`src/rtl/arbiter_n2_requester.sv`:
```
`default_nettype none
// ============================================================================
// Module      : arbiter_n2_requester
// Description : Requester agent for one port of a 2-requester arbiter.
//               Queues burst jobs, requests the port and runs granted bursts.
// Revision    : 1.0 - initial release
// ============================================================================
module arbiter_n2_requester #(
    parameter int DEPTH   = 4,
    parameter int LEN_W   = 4,
    parameter int TIMEOUT = 16
) (
    input  logic                       clk,
    input  logic                       rst,
    input  logic                       job_valid,
    input  logic [LEN_W-1:0]           job_len,
    output logic                       job_ready,
    output logic                       req,
    input  logic                       gnt,
    output logic                       beat_valid,
    output logic                       beat_last,
    output logic [$clog2(DEPTH):0]     pending,
    output logic                       starve_err,
    output logic                       proto_err
);

    localparam int c_AW     = $clog2(DEPTH);
    localparam int c_CNT_W  = $clog2(DEPTH) + 1;
    localparam int c_WAIT_W = $clog2(TIMEOUT + 1);

    typedef enum logic [1:0] {
        S_IDLE = 2'd0,
        S_REQ  = 2'd1,
        S_XFER = 2'd2,
        S_GAP  = 2'd3
    } state_t;

    state_t               r_state;
    state_t               w_state_nxt;

    logic [LEN_W-1:0]     r_mem [DEPTH];
    logic [c_AW-1:0]      r_wr_ptr;
    logic [c_AW-1:0]      r_rd_ptr;
    logic [c_CNT_W-1:0]   r_pending;
    logic [LEN_W-1:0]     r_beat_cnt;
    logic [c_WAIT_W-1:0]  r_wait_cnt;
    logic                 r_starve_err;
    logic                 r_proto_err;

    logic                 w_push;
    logic                 w_pop;
    logic                 w_req;
    logic                 w_beat_valid;
    logic                 w_beat_last;
    logic                 w_job_ready;

    // No bypass: a full queue refuses even while the head is being popped.
    assign w_job_ready = (r_pending != c_CNT_W'(DEPTH));
    assign w_push      = job_valid && w_job_ready;

    // ------------------------------------------------------------------
    // FSM
    // ------------------------------------------------------------------
    always_ff @(posedge clk or posedge rst) begin
        if (rst) begin
            r_state <= S_IDLE;
        end else begin
            r_state <= w_state_nxt;
        end
    end

    always_comb begin
        w_state_nxt  = r_state;
        w_req        = 1'b0;
        w_beat_valid = 1'b0;
        w_beat_last  = 1'b0;
        w_pop        = 1'b0;
        case (r_state)
            S_IDLE: begin
                if (r_pending != '0) begin
                    w_state_nxt = S_REQ;
                end
            end
            S_REQ: begin
                w_req = 1'b1;
                if (gnt) begin
                    w_state_nxt = S_XFER;
                    w_pop       = 1'b1;
                end
            end
            S_XFER: begin
                w_req        = 1'b1;
                w_beat_valid = 1'b1;
                w_beat_last  = (r_beat_cnt == '0);
                // A dropped grant abandons the rest of the burst.
                if (!gnt || (r_beat_cnt == '0)) begin
                    w_state_nxt = S_GAP;
                end
            end
            S_GAP: begin
                w_state_nxt = S_IDLE;
            end
            default: begin
                w_state_nxt = S_IDLE;
            end
        endcase
    end

    // ------------------------------------------------------------------
    // Job queue
    // ------------------------------------------------------------------
    always_ff @(posedge clk) begin
        if (w_push) begin
            r_mem[r_wr_ptr] <= job_len;
        end
    end

    always_ff @(posedge clk or posedge rst) begin
        if (rst) begin
            r_wr_ptr  <= '0;
            r_rd_ptr  <= '0;
            r_pending <= '0;
        end else begin
            if (w_push) begin
                r_wr_ptr <= r_wr_ptr + c_AW'(1);
            end
            if (w_pop) begin
                r_rd_ptr <= r_rd_ptr + c_AW'(1);
            end
            case ({w_push, w_pop})
                2'b10:   r_pending <= r_pending + c_CNT_W'(1);
                2'b01:   r_pending <= r_pending - c_CNT_W'(1);
                default: r_pending <= r_pending;
            endcase
        end
    end

    // ------------------------------------------------------------------
    // Beat counter, watchdog and sticky error flags
    // ------------------------------------------------------------------
    always_ff @(posedge clk or posedge rst) begin
        if (rst) begin
            r_beat_cnt <= '0;
        end else if (w_pop) begin
            r_beat_cnt <= r_mem[r_rd_ptr];
        end else if ((r_state == S_XFER) && gnt && (r_beat_cnt != '0)) begin
            r_beat_cnt <= r_beat_cnt - LEN_W'(1);
        end
    end

    always_ff @(posedge clk or posedge rst) begin
        if (rst) begin
            r_wait_cnt <= '0;
        end else if ((r_state == S_IDLE) && (w_state_nxt == S_REQ)) begin
            r_wait_cnt <= '0;
        end else if ((r_state == S_REQ) && !gnt &&
                     (r_wait_cnt != c_WAIT_W'(TIMEOUT))) begin
            r_wait_cnt <= r_wait_cnt + c_WAIT_W'(1);
        end
    end

    always_ff @(posedge clk or posedge rst) begin
        if (rst) begin
            r_starve_err <= 1'b0;
            r_proto_err  <= 1'b0;
        end else begin
            if ((r_state == S_REQ) && !gnt &&
                (r_wait_cnt == c_WAIT_W'(TIMEOUT - 1))) begin
                r_starve_err <= 1'b1;
            end
            if ((r_state == S_XFER) && !gnt) begin
                r_proto_err <= 1'b1;
            end
        end
    end

    assign job_ready  = w_job_ready;
    assign req        = w_req;
    assign beat_valid = w_beat_valid;
    assign beat_last  = w_beat_last;
    assign pending    = r_pending;
    assign starve_err = r_starve_err;
    assign proto_err  = r_proto_err;

endmodule
`default_nettype wire

```
`config.mk`:
```
export PLATFORM = sky130hd
export DESIGN_NAME = arbiter_n2_requester
export DESIGN_NICKNAME = d
export VERILOG_FILES = /design/src/rtl/arbiter_n2_requester.sv
export SDC_FILE = /design/constraint.sdc
export NUM_CORES = 1
export LEC_CHECK = 0
export ABC_AREA = 1
export BUFFER_PORTS_ARGS = -buffer_cell sky130_fd_sc_hd__buf_2
export CORE_MARGIN = 4
export CORE_UTILIZATION = 40
export CTS_CLUSTER_SIZE = 30
export DETAILED_ROUTE_END_ITERATION = 8
export GPL_ROUTABILITY_DRIVEN = 1
export HOLD_SLACK_MARGIN = 0.08
export SYNTH_ARGS = -nofsm -noshare
export SYNTH_HDL_FRONTEND = slang
export SYNTH_SLANG_ARGS = --single-unit
```
`constraint.sdc`:
```
create_clock -name clk -period 5.47 [get_ports clk]
set_clock_uncertainty 0.05 [all_clocks]
set_input_delay 0.2735 -clock clk [delete_from_list [all_inputs] [get_ports clk]]
set_output_delay 0.2735 -clock clk [all_outputs]
set_load 0.005 [all_outputs]
```
==> summary.txt <==
GLOBAL ROUTE
----------------------------------------------------------------------------------
Wire length of the first global-routing pass ........................      5800 µm
Antenna violations before repair ....................................            0
Vias in the first global route ......................................         1256
Overflow left after global routing ..................................            0
Maximum number of pins on one net before global-route repair ........           21
GRT Resource Usage Total ............................................        12.5%

PWR
----------------------------------------------------------------------------------
P_sw ................................................................     0.408 mW
Proportion of power drawn by flip-flops and latches .................        42.1%
Int Power ...........................................................     0.605 mW
Sw frac .............................................................        40.3%
Share of power burned in the clock network ..........................        17.3%
Share of total power in combinational logic .........................        40.6%
Leakage .............................................................      1.02 nW
Largest vdd supply drop .............................................       232 µV
Power per cell area .................................................   486 nW/µm²

CLOCK NETWORK
----------------------------------------------------------------------------------
Post-cts gate resize count ..........................................            0
Post-CTS setup-driven buffer insertion count ........................            0
Clock root buffer ...................................................     clkbuf_8
Clk slew on worst S/H paths .........................................      0.07 ns
Clock latency on the worst-skew pair ................................      0.28 ns
Clk sink count ......................................................           36
Number of buffers inserted by hold repair at cts ....................            0
Clock buffers created by TritonCTS ..................................            5
Clock tree from TritonCTS ...........................................        built
Clk buf depth .......................................................            2
Deepest level of the CTS H-tree .....................................            2

ROUTING
----------------------------------------------------------------------------------
Number of DRC markers after the initial detailed-route iteration ....           51
Drt pass-1 iters ....................................................            4
Post-detailed-route count of antenna-violating nets .................            0
Remaining design rule violation count ...............................            0
Via density .........................................................         4.63
Detailed-route wire length ..........................................      3300 µm
DR WL/cell ..........................................................      11.7 µm
Vias post-DR ........................................................         1309

TIMING
----------------------------------------------------------------------------------
Total Neg Setup Slack ...............................................         0 ns
Worst Tran Pin Value ................................................     0.825 ns
Final setup slack of the worst path .................................      3.34 ns
Setup repair after global routing missed its margin .................        false
Final Cycle Share ...................................................        38.9%
Number of endpoints with negative hold slack in the final report ....            0
Shortest period the worst path allows ...............................      2.13 ns
Highest clock frequency the design can meet .........................      470 MHz
Final setup violation count .........................................            0
Max Slew Vio Count ..................................................            0
Worst slew margin relative to its limit .............................        44.9%
Final-layout worst hold slack .......................................    0.0964 ns

FLOORPLANNING
----------------------------------------------------------------------------------
Width of the chip ...................................................      76.2 µm
Number of standard-cell rows in the floorplan .......................           24
I/O Pins ............................................................           17
Chip height .........................................................      76.2 µm
Total Die Area ......................................................     5810 µm²
Core ar. ............................................................     4440 µm²
Initial core utilization ............................................        41.9%

YOSYS
----------------------------------------------------------------------------------
Area share of the largest cell type after synthesis .................        26.9%
Area share of xor/xnor cells in the synthesized design ..............        1.88%
Flip-flop and latch count after synthesis ...........................           36
Synthesized Nets ....................................................          230
Post-synthesis compound-gate area fraction ..........................        3.97%
Biggest area contributors in the synthesized netlist ................ dfrtp_1 (27%), edfxtp_1 (26%), nand2_1 (9.7%)
Synthesized netlist cell count ......................................          208
Syn. warnings .......................................................            0
Simple-gate share of the synthesized area ...........................        23.9%
Multiplexer share of the synthesized area ...........................           0%
Synth cell types ....................................................           21
Post-synthesis instance area ........................................     1860 µm²
Dominant combinational cell family by area after synthesis .......... simple AND/OR/NAND/NOR gates
Adder and majority gate portion of the synthesized area .............        9.81%
Proportion of synthesized chip area in sequential cells .............        52.7%
Top cell type by total area after synthesis .........................      dfrtp_1
Mean area per synthesized cell ......................................     8.95 µm²

LAYOUT
----------------------------------------------------------------------------------
Signed area change from the synthesized netlist to the final layout .        11.8%
Inserted Diodes .....................................................            0
Non-Filler Instances ................................................          283
Fraction of layout cells with a size suffix above 1 .................        11.7%
Number of filler cells placed in the layout .........................          450
Layout Nets .........................................................          252

CRITICAL PATH
----------------------------------------------------------------------------------
Worst Setup Path Type ............................................... flop to flop
Register-to-Register Path Depth .....................................           10
Crit start category .................................................         flop
Endpoint class of the critical path .................................         flop
Critical-path maximum fanout ........................................            8
Critical path data arrival time .....................................      2.24 ns
Required time of the critical path ..................................      5.58 ns

WORST HOLD PATH
----------------------------------------------------------------------------------
Class of the worst hold path ........................................ input pin to asynchronous set/reset pin

PLACE
----------------------------------------------------------------------------------
Pre-CTS worst setup slack ...........................................      3.33 ns
Last weighted congestion value of the routability-driven placer .....        0.760
Placed instance count ...............................................          275
HPWL Detailed .......................................................      2460 µm
Buffers on Ports ....................................................           16

JOB
----------------------------------------------------------------------------------
Number of maximum-capacitance violations ............................            0

OUTCOME
----------------------------------------------------------------------------------
Status .............................................................. finished clean

registers in the layout, summed over array words and instances, names as in the netlist, 2 cells and up:
register	count
pending	3
r_beat_cnt	4
r_mem	16
r_rd_ptr	2
r_state	2
r_wait_cnt	5
r_wr_ptr	2
through the flow:
step | power [mW] | area, µm² | util, %
after global placement | 0.845 | 2000 | 45.0
after detailed placement | 0.847 | 2000 | 45.0
final | 1.01 | 2080 | 46.8
after global routing | 1.12 | 2080 | 46.8
after CTS | 1.03 | 2080 | 46.8
after floorplan | 0.734 | 1860 | -
per-layer routing:
metal  track usage [%]  wire length [µm]
met3              3.90               179
met5                 0                 0
met4              5.43                56
met1              16.2              1580
met2              19.2              1490
cell families (layout without fill, tap and decap cells):
kind of cell,after synthesis,in the layout
adders and majority gates,14,14
AOI/OAI and AO/OA,14,14
buffers and inverters,38,61
xor gates and xnor gates,4,4
DFF,36,36
and+or+nand+nor,102,102
path summary, 6_finish.rpt:
kind                       slack, ns                   start                   endpoint
setup / recovery                3.34    r_state[1]$_DFF_PP0_     pending[2]$_DFFE_PP0P_
hold / removal                   0.1                     rst  r_beat_cnt[3]$_DFFE_PP0P_
setup reg to reg                3.34    r_state[1]$_DFF_PP0_     pending[2]$_DFFE_PP0P_
hold reg to reg                 0.41  starve_err$_DFFE_PP0P_     starve_err$_DFFE_PP0P_
max in group asynchronous       4.76                     rst  r_wait_cnt[1]$_DFFE_PP0P_
min in group clk                0.16              job_len[3]      r_mem[1][3]$_DFFE_PP_
critical path: stages (launching register included):
cell and delay [ns]:
dfrtp_1 0.41, inv_1 0.11, ha_1 0.21, nand2_4 0.10
clkinv_2 0.11, ha_1 0.16, inv_1 0.07, fa_1 0.40
a21oi_1 0.15, o21ai_0 0.11, xor2_1 0.15
Yosys cell counts (all sizes together):
| library cell | number |
|---|---|
| a21o | 1 |
| a21oi | 4 |
| buf | 1 |
| clkinv | 1 |
| dfrtp | 20 |
| edfxtp | 16 |
| fa | 1 |
| ha | 13 |
| inv | 36 |
| nand2 | 50 |
| nand3 | 21 |
| nand4 | 5 |
| nor2 | 25 |
| o21ai | 9 |
| or2 | 1 |
| xnor2 | 1 |
| xor2 | 3 |
power by group through the flow:
stage	Sequential, mW	Clock [mW]	Combinational, mW
2_1_floorplan	0.412	0	0.322
3_3_place_gp	0.431	0	0.414
3_5_place_dp	0.432	0	0.415
4_1_cts	0.427	0.182	0.417
5_1_grt	0.439	0.193	0.483
6_report	0.426	0.175	0.411
cells in the final DEF, fill, tap and decap left out, types with 2 or more instances in the layout:
master | Yosys | routed
o21ai_0 | 9 | 9
nand2_1 | 48 | 48
xor2_1 | 3 | 3
inv_1 | 36 | 36
buf_2 | 1 | 16
clkbuf_8 | 0 | 5
nand4_1 | 5 | 5
dfrtp_1 | 20 | 20
a21oi_1 | 4 | 4
edfxtp_1 | 16 | 16
clkinv_1 | 0 | 2
ha_1 | 13 | 13
nand3_1 | 21 | 21
nor2_1 | 23 | 23
cell type report:
cell class	count	area (µm²)	area share, %
Clock inverter	2	7.51	0.361
Clock buffer	6	72.6	3.49
Tap cell	52	65.1	3.12
Inverter	37	140	6.73
Sequential cell	36	981	47.1
Multi-Input combinational cell	134	736	35.3
Timing Repair Buffer	16	80.1	3.85
Power figures use the tool's default switching activity.
